### config.mk
export PLATFORM = sky130hd
export DESIGN_NAME = atm_controller_param
export DESIGN_NICKNAME = d
export VERILOG_FILES = /design/src/rtl/atm_controller_param.sv
export SDC_FILE = /design/constraint.sdc
export NUM_CORES = 1
export LEC_CHECK = 0
export ABC_CLOCK_PERIOD_IN_PS = 9800
export CAP_MARGIN = 20
export CELL_PAD_IN_SITES_DETAIL_PLACEMENT = 1
export CELL_PAD_IN_SITES_GLOBAL_PLACEMENT = 2
export CORE_MARGIN = 2
export CORE_UTILIZATION = 25
export CTS_CLUSTER_DIAMETER = 200
export DETAILED_ROUTE_END_ITERATION = 10
export PLACE_DENSITY_LB_ADDON = 0.1
export SETUP_SLACK_MARGIN = 0.1
export SYNTH_ARGS = -nofsm -noshare
export SYNTH_HDL_FRONTEND = slang
export SYNTH_SLANG_ARGS = --single-unit
### constraint.sdc
create_clock -name CLK -period 9.8 [get_ports CLK]
set_input_delay 1.96 -clock CLK [delete_from_list [all_inputs] [get_ports CLK]]
set_output_delay 1.96 -clock CLK [all_outputs]
set_load 0.01 [all_outputs]
### src/rtl/atm_controller_param.sv
// Parametrised ATM transaction controller: card detect, N-digit PIN check with lockout,
// deposit/withdrawal on a BAL_W-bit balance. Optional macro INACTIVITY_TIMEOUT_EN adds TIMEOUT.
module atm_controller_param #(
  parameter int PIN_DIGITS      = 4,
  parameter int MAX_INTENTOS    = 3,
  parameter int ADVERT_INTENTOS = 2,
  parameter int BAL_W           = 64,
  parameter int MONTO_W         = 32,
  parameter int TIMEOUT_CICLOS  = 64
) (
  input  logic                    CLK,
  input  logic                    RESET,
  input  logic                    TARJETA_RECIBIDA,
  input  logic                    DIGITO_STB,
  input  logic [3:0]              DIGITO,
  input  logic [4*PIN_DIGITS-1:0] PIN_CORRECTO,
  input  logic                    TIPO_TRANS,
  input  logic                    MONTO_STB,
  input  logic [MONTO_W-1:0]      MONTO,
  input  logic [BAL_W-1:0]        BALANCE_INICIAL,
  output logic [BAL_W-1:0]        BALANCE,
  output logic                    BALANCE_ACTUALIZADO,
  output logic                    ENTREGAR_DINERO,
  output logic                    FONDOS_INSUFICIENTES,
  output logic                    PIN_INCORRECTO,
  output logic                    ADVERTENCIA,
  output logic                    BLOQUEO
`ifdef INACTIVITY_TIMEOUT_EN
  ,
  output logic                    TIMEOUT
`endif
);

  localparam int PW = 4 * PIN_DIGITS;
  localparam int DW = $clog2(PIN_DIGITS + 1);
  localparam int AW = $clog2(MAX_INTENTOS + 1);

  if (PIN_DIGITS < 1 || PIN_DIGITS > 8 || MAX_INTENTOS < 1 ||
      ADVERT_INTENTOS >= MAX_INTENTOS || MONTO_W > BAL_W || TIMEOUT_CICLOS < 1) begin : g_bad_param
    $error("atm_controller_param: illegal parameter combination");
  end

  typedef enum logic [1:0] {S_IDLE, S_PIN, S_ESPERA_MONTO, S_BLOQUEO} state_t;

  state_t          r_state;
  logic            r_init;
  logic            r_card_q, r_dig_q, r_monto_q;
  logic [PW-1:0]   r_pin;
  logic [DW-1:0]   r_dig;
  logic [AW-1:0]   r_att;

  logic            w_card_edge, w_dig_edge, w_monto_edge;
  logic [PW-1:0]   w_pin_next;
  logic [DW-1:0]   w_dig_next;
  logic [AW-1:0]   w_att_next;
  logic [BAL_W-1:0] w_monto;
  logic [BAL_W:0]  w_sum;
  logic [BAL_W-1:0] w_dep;
  logic            w_fondos_ok;

  assign w_card_edge  = TARJETA_RECIBIDA & ~r_card_q;
  assign w_dig_edge   = DIGITO_STB & ~r_dig_q;
  assign w_monto_edge = MONTO_STB & ~r_monto_q;
  assign w_pin_next   = (r_pin << 4) | PW'(DIGITO);
  assign w_dig_next   = r_dig + DW'(1);
  assign w_att_next   = r_att + AW'(1);
  assign w_monto      = BAL_W'(MONTO);
  assign w_sum        = {1'b0, BALANCE} + {1'b0, w_monto};
  // Carry out of the add means the deposit overflowed: clamp to all ones.
  assign w_dep        = w_sum[BAL_W] ? '1 : w_sum[BAL_W-1:0];
  assign w_fondos_ok  = (w_monto <= BALANCE);

`ifdef INACTIVITY_TIMEOUT_EN
  localparam int TW = $clog2(TIMEOUT_CICLOS + 1);
  logic [TW-1:0] r_tcnt;
  logic          w_active, w_accept, w_to_hit;

  assign w_active = r_init && (r_state == S_PIN || r_state == S_ESPERA_MONTO);
  assign w_accept = (r_state == S_PIN && w_dig_edge) ||
                    (r_state == S_ESPERA_MONTO && w_monto_edge);
  assign w_to_hit = w_active && !w_accept && (r_tcnt == TW'(TIMEOUT_CICLOS - 1));

  always_ff @(posedge CLK or negedge RESET) begin
    if (!RESET)                    r_tcnt <= '0;
    else if (!w_active || w_accept || w_to_hit) r_tcnt <= '0;
    else                           r_tcnt <= r_tcnt + TW'(1);
  end
`endif

  always_ff @(posedge CLK or negedge RESET) begin
    if (!RESET) begin
      r_state              <= S_IDLE;
      r_init               <= 1'b0;
      r_card_q             <= 1'b0;
      r_dig_q              <= 1'b0;
      r_monto_q            <= 1'b0;
      r_pin                <= '0;
      r_dig                <= '0;
      r_att                <= '0;
      BALANCE              <= '0;
      BALANCE_ACTUALIZADO  <= 1'b0;
      ENTREGAR_DINERO      <= 1'b0;
      FONDOS_INSUFICIENTES <= 1'b0;
      PIN_INCORRECTO       <= 1'b0;
      ADVERTENCIA          <= 1'b0;
      BLOQUEO              <= 1'b0;
`ifdef INACTIVITY_TIMEOUT_EN
      TIMEOUT              <= 1'b0;
`endif
    end else begin
      r_card_q             <= TARJETA_RECIBIDA;
      r_dig_q              <= DIGITO_STB;
      r_monto_q            <= MONTO_STB;
      BALANCE_ACTUALIZADO  <= 1'b0;
      ENTREGAR_DINERO      <= 1'b0;
      FONDOS_INSUFICIENTES <= 1'b0;
      PIN_INCORRECTO       <= 1'b0;
`ifdef INACTIVITY_TIMEOUT_EN
      TIMEOUT              <= 1'b0;
`endif
      if (!r_init) begin
        // First edge after reset only loads the opening balance.
        r_init  <= 1'b1;
        BALANCE <= BALANCE_INICIAL;
      end else begin
        unique case (r_state)
          S_IDLE: begin
            if (w_card_edge) begin
              r_state <= S_PIN;
              r_dig   <= '0;
            end
          end
          S_PIN: begin
            if (w_dig_edge) begin
              r_pin <= w_pin_next;
              if (w_dig_next == DW'(PIN_DIGITS)) begin
                r_dig <= '0;
                if (w_pin_next == PIN_CORRECTO) begin
                  r_att       <= '0;
                  ADVERTENCIA <= 1'b0;
                  r_state     <= S_ESPERA_MONTO;
                end else begin
                  r_att          <= w_att_next;
                  PIN_INCORRECTO <= 1'b1;
                  if (w_att_next >= AW'(ADVERT_INTENTOS)) ADVERTENCIA <= 1'b1;
                  if (w_att_next == AW'(MAX_INTENTOS)) begin
                    r_state     <= S_BLOQUEO;
                    BLOQUEO     <= 1'b1;
                    ADVERTENCIA <= 1'b1;
                  end
                end
              end else begin
                r_dig <= w_dig_next;
              end
            end
          end
          S_ESPERA_MONTO: begin
            if (w_monto_edge) begin
              r_state <= S_IDLE;
              if (!TIPO_TRANS) begin
                BALANCE             <= w_dep;
                BALANCE_ACTUALIZADO <= 1'b1;
              end else if (w_fondos_ok) begin
                BALANCE             <= BALANCE - w_monto;
                BALANCE_ACTUALIZADO <= 1'b1;
                ENTREGAR_DINERO     <= 1'b1;
              end else begin
                FONDOS_INSUFICIENTES <= 1'b1;
              end
            end
          end
          S_BLOQUEO: begin
            BLOQUEO     <= 1'b1;
            ADVERTENCIA <= 1'b1;
          end
          default: r_state <= S_IDLE;
        endcase
`ifdef INACTIVITY_TIMEOUT_EN
        if (w_to_hit) begin
          r_state <= S_IDLE;
          r_pin   <= '0;
          r_dig   <= '0;
          TIMEOUT <= 1'b1;
        end
`endif
      end
    end
  end

endmodule
After elaboration in Yosys (flattened, before gate mapping)

Cells that the tools add are included.

$add $sub $neg: 4
Equality and inequality tests: 17
Bitwise logic cells: 7
Magnitude comparators: 2
Reductions and logical operators: 11
Muxes and demuxes: 48

Operators by type and width:

| kind                                                            | number |
|---|---|
| 64-bit two-way mux                                              | 6 |
| 64-bit by 32-bit adder with 65-bit output                       | 1 |
| 32-bit by 64-bit less-or-equal comparator with 1-bit output     | 1 |
| 64-bit by 32-bit subtractor with 64-bit output                  | 1 |
| 1-bit two-way mux                                               | 28 |
| 16-bit == test                                                  | 1 |
| 16-bit by 4-bit OR with 16-bit output                           | 1 |
| 2-bit two-way mux                                               | 7 |
| 2-bit != test, second input constant                            | 6 |
| 3-bit two-way mux                                               | 3 |
| 4-bit AND reduction                                             | 2 |
| 7-bit AND reduction                                             | 1 |
| 2-bit == test, second input constant                            | 3 |
| 2-bit case mux with 3 select lines                              | 1 |
| 3-bit case mux with 2 select lines                              | 1 |
| 3-bit AND reduction                                             | 2 |
| 6-bit AND reduction                                             | 1 |
| 5-bit AND reduction                                             | 1 |
| 2-bit by 1-bit != test with 1-bit output, second input constant | 2 |
| 4-bit != test, second input constant                            | 1 |
| 1-bit case mux with 2 select lines                              | 2 |
| 2-bit nonzero test                                              | 2 |
| 3-bit by 1-bit adder with 3-bit output, second input constant   | 1 |
| 1-bit bitwise AND                                               | 3 |
| other kinds (9)                                                 | 11 |

Input port bits: 122
Bits in registers: 93
Output and inout bits: 70

Depth between registers and ports, before layout

Word-level depth: 8
Depth in mapped cells: 15

Worst setup path after synthesis

Ideal clock, no wire load.

Path type: in2reg
Start point: in MONTO[6]
End point: reg BALANCE[63]
Arrival time: 4.655 ns
Stages: 13
Path buffers: 1
Slack: 5.012 ns
Cell sequence: inv_1 -> ha_1 -> buf_6 -> nor2b_1 -> or4_1 -> a21oi_1 -> o21ai_2 -> a2111oi_4 -> o211ai_4 -> or4_1 -> o21ai_1 -> and3_1 -> o31ai_2

Longest elaborated chain between the ends: 6
Elaborated cells on any way between the ends: 11

Ends and longest elaborated chain:

| what                                                                                                        | RTL line | RTL |
|---|---|---|
| start: declaration                                                                                          | 19       | `input logic [MONTO_W-1:0] MONTO,` |
| 64-bit by 32-bit adder with 65-bit output or 64-bit by 32-bit subtractor with 64-bit output (tied branches) | 68, 164  |  |
| 64-bit two-way mux, on equally long branches                                                                | 70, 163  |  |
| 64-bit two-way mux                                                                                          | 160      | `if (!TIPO_TRANS) begin` |
| 64-bit two-way mux                                                                                          | 158      | `if (w_monto_edge) begin` |
| 64-bit two-way mux                                                                                          | 126      | `unique case (r_state)` |
| 64-bit two-way mux                                                                                          | 121      | `if (!r_init) begin` |
| end signal: assignment                                                                                      | 161      | `BALANCE <= w_dep;` |
| end signal: assignment                                                                                      | 164      | `BALANCE <= BALANCE - w_monto;` |
| end: declaration                                                                                            | 21       | `output logic [BAL_W-1:0] BALANCE,` |

Several ways; a longest one is shown, not always the timed one. The select of a mux whose other input is x is not followed.
A chain may end at the register's enable or synchronous reset.

Worst setup path in the final report

Start point: in MONTO[21]
End point: reg BALANCE[34]

Same word-level chain as after synthesis.

==> flow_summary.json <==
{
  "status": "finished clean",
  "drtIter0Drc": 665,
  "p_int_mw": 0.9043,
  "async_reset_ff_share_pct": 100.0,
  "ir_drop_v": 0.00009390,
  "die-area_um2": 41730,
  "final_hold_viol_count": 0,
  "cp_common_cell": "o21ai_0",
  "p_clk_share_pct": 25.4,
  "wirelength_um": 47490,
  "reg2reg_from": "BALANCE[10]$_DFFE_PN0P_",
  "timing.final.max_slew_violations": 0,
  "yosysWarnings": 0,
  "p_leak_nw": 4.963,
  "ctsLongestPathBuffers": 2,
  "netlist_area_um2": 10030,
  "reg2reg_setup_slack_ns": 4.92,
  "p_sw_share_pct": 42.74,
  "grt_pass1_vias": 11303,
  "syn_avg_cell_area_um2": 7.529,
  "grt_max_degree": 65,
  "power.switching_mw": 0.6751,
  "place_congestion": 0.8634,
  "fin_ws_ns": 3.239,
  "synth_seq_area_share_pct": 23.21,
  "post-route-period-util_pct": 66.95,
  "grt-ovfl-total": 0,
  "crit_end": "BALANCE[34]$_DFFE_PN0P_",
  "path_clk_slew_ns": 0.09,
  "hp-class": "flip-flop to flip-flop",
  "ant_nets": 0,
  "crit_path_start": "MONTO[21]",
  "cts-resized-gates": 0,
  "r2r_cells": 12,
  "hold_buffers": 0,
  "fin_tns_setup_ns": 0,
  "synthTopCellsByCount": "nor2_1, a21oi_1, nand2_1, o21ai_0, dfrtp_1",
  "synth_flop_cell": "dfrtp_1",
  "crit_family": "compound AO/OA/AOI/OAI gates",
  "netlist.area_leader.share_pct": 23.21,
  "worst_slew_pin_slew_ns": 1.146,
  "synth_top_cell_by_area": "dfrtp_1",
  "antenna_found_initial": 2,
  "synth.most_common_cell": "nor2_1",
  "numCtsBuffers": 9,
  "cts_tree": "built",
  "start_kind": "primary input",
  "cts_setup_buffers": 0,
  "critPathArrivalTime_ns": 6.84,
  "die_width_um": 204.3,
  "drt_first_pass_iters": 5,
  "routedWlPerCell_um": 23.84,
  "grt_pass1_wl_um": 72240,
  "ios": 192,
  "synthTopCellsByArea": "dfrtp_1, ha_1, a21oi_1, o21ai_0, nor2_1",
  "worst-path-buf-inv": 3,
  "track_usage_pct": 22.92,
  "cap_violations": 0,
  "clock-sinks": 93,
  "seq_power_share_pct": 32.4,
  "critPathMaxFanout": 42,
  "r2r_end": "BALANCE[34]$_DFFE_PN0P_",
  "die_h_um": 204.3,
  "htreeDepth": 3,
  "drcViolationCount": 0,
  "pre_cts_ws_ns": 2.847,
  "io_buffer_count": 191,
  "netlist_instances": 1332,
  "crit_cells": 14,
  "crit_type": "primary input to flip-flop",
  "layout.nets": 1652,
  "initial_utilization_pct": 25.30,
  "whs_ns": 0.5037,
  "drive_gt1_share_pct": 6.139,
  "vias": 10818,
  "fmax_mhz": 152.4,
  "hpwl_um": 35740,
  "rsz0062_at_grt": "false",
  "synth_edf_count": 0,
  "slew_headroom_pct": 23.42,
  "synth_cell_type_count": 87,
  "slowest_stage": "o21a_2",
  "critical-path-max-stage-delay_ns": 0.91,
  "fp.coreArea_um2": 39640,
  "cp_cell_sequence": "clkdlybuf4s50_1 > inv_1 > ha_1 > nand4_1 > or2_2 > o22ai_1 > o21ai_0 > a311oi_4 > o21a_2 > buf_4 > nand3_1 > o21ai_0 > a221oi_1 > mux2_2",
  "routed_via_density": 5.431,
  "synth_fp_nets": 1523,
  "period_needed_ns": 6.561,
  "fillers": 4786,
  "total_power_mw": 1.579,
  "final_util_pct": 31.88,
  "cts-root-buf": "clkbuf_16",
  "crit_required_ns": 10.08,
  "power.density_nw_per_um2": 125.0,
  "placementRows": 73,
  "finalSetupViolCount": 0,
  "p_comb_share_pct": 42.2,
  "fin_worst_skew_ns": 0.01582,
  "clk_latency_ns": 0.40,
  "area_delta_synth_final_pct": 26.00,
  "crit_path_end_kind": "flip-flop",
  "ys_ff_latch": 93
}
## cell usage in the layout, fill, tap and decap left out, drive strengths merged, types with 7 or more instances in the layout
master,netlist,layout
a211oi,24,24
a21o,23,23
a21oi,118,118
a311oi,10,10
a31oi,19,19
and3,15,15
and4,8,8
buf,41,17
clkbuf,47,9
clkdlybuf4s50,0,189
dfrtp,93,93
ha,67,67
inv,93,97
mux2,16,16
mux2i,11,11
nand2,99,99
nand2b,11,11
nand3,48,48
nand4,29,29
nor2,121,121
nor2b,20,20
nor3,39,39
nor4,21,21
o211ai,15,15
o21a,9,9
o21ai,106,106
o21bai,8,8
o221ai,13,13
o22ai,8,8
o2bb2ai,11,11
o311ai,9,9
o31ai,23,23
or3,10,10
or4,8,8
xnor2,36,36
xor2,7,7
## kinds of logic (layout without fill, tap and decap cells)
group                    after synthesis  after routing  share of synthesized area, %
AND/OR/NAND/NOR                      459            459                         22.87
AO/OA/AOI/OAI                        458            458                         30.91
buffers and inverters                182            316                         7.573
flip-flops                            93             93                         23.21
adder cells (fa/ha/maj)               69             69                         8.759
XOR/XNOR                              43             43                         3.755
multiplexers                          27             27                         2.895
other                                  1              2                       0.03739
## how the worst min path moves through the flow
stage | start | end | slack (ns) | depth (start not counted)
floorplan | r_att[1]$_DFFE_PN0P_ | r_att[1]$_DFFE_PN0P_ | 0.45 | 2
global placement | r_att[1]$_DFFE_PN0P_ | r_att[1]$_DFFE_PN0P_ | 0.47 | 2
detailed placement | BLOQUEO$_DFFE_PN0P_ | BLOQUEO$_DFFE_PN0P_ | 0.48 | 1
CTS | BLOQUEO$_DFFE_PN0P_ | BLOQUEO$_DFFE_PN0P_ | 0.51 | 1
global route | BLOQUEO$_DFFE_PN0P_ | BLOQUEO$_DFFE_PN0P_ | 0.51 | 1
finish | BLOQUEO$_DFFE_PN0P_ | BLOQUEO$_DFFE_PN0P_ | 0.50 | 1
## per-layer routing
metal | wire [um] | GRT usage [%] | vias up
met5 | 13 | 0 | -
met4 | 1024 | 6.651 | 2
met2 | 21490 | 36.72 | 248
li1 | - | - | 5178
met3 | 2185 | 3.683 | 46
met1 | 22770 | 31.59 | 5344
## power groups by stage
stage	combinational [mW]	clock, mW	sequential, mW
finish	0.666	0.402	0.511
CTS	0.669	0.419	0.512
global placement	0.660	0	0.518
global route	0.734	0.430	0.522
floorplan	0.403	0	0.497
detailed placement	0.664	0	0.519
## sequential cells by signal, summed over array words and instances, names as in the netlist
register,flops
r_dig,3
ENTREGAR_DINERO,1
BLOQUEO,1
r_card_q,1
ADVERTENCIA,1
r_init,1
r_dig_q,1
BALANCE_ACTUALIZADO,1
r_pin,12
FONDOS_INSUFICIENTES,1
BALANCE,64
r_monto_q,1
r_state,2
PIN_INCORRECTO,1
r_att,2
## per-stage QoR
step | instances | area (um^2)
after floorplan | 1332 | 10030
after global placement | 1974 | 12320
after detailed placement | 1975 | 12320
after CTS | 1991 | 12630
after global routing | 1991 | 12630
final | 1992 | 12640
## layout make-up
cell class              count  area (um^2)  area share [%]
diodes                      1        2.502         0.01980
clock buffers               9        225.2           1.782
clock inverters             7        86.33          0.6832
inverters                  94        355.3           2.812
multi-input cells        1057         6967           55.13
flip-flops and latches     93         2328           18.43
well taps                 525        656.9           5.199
repair buffers            206         2014           15.94
Note: power is estimated with default switching activity, not from simulation.
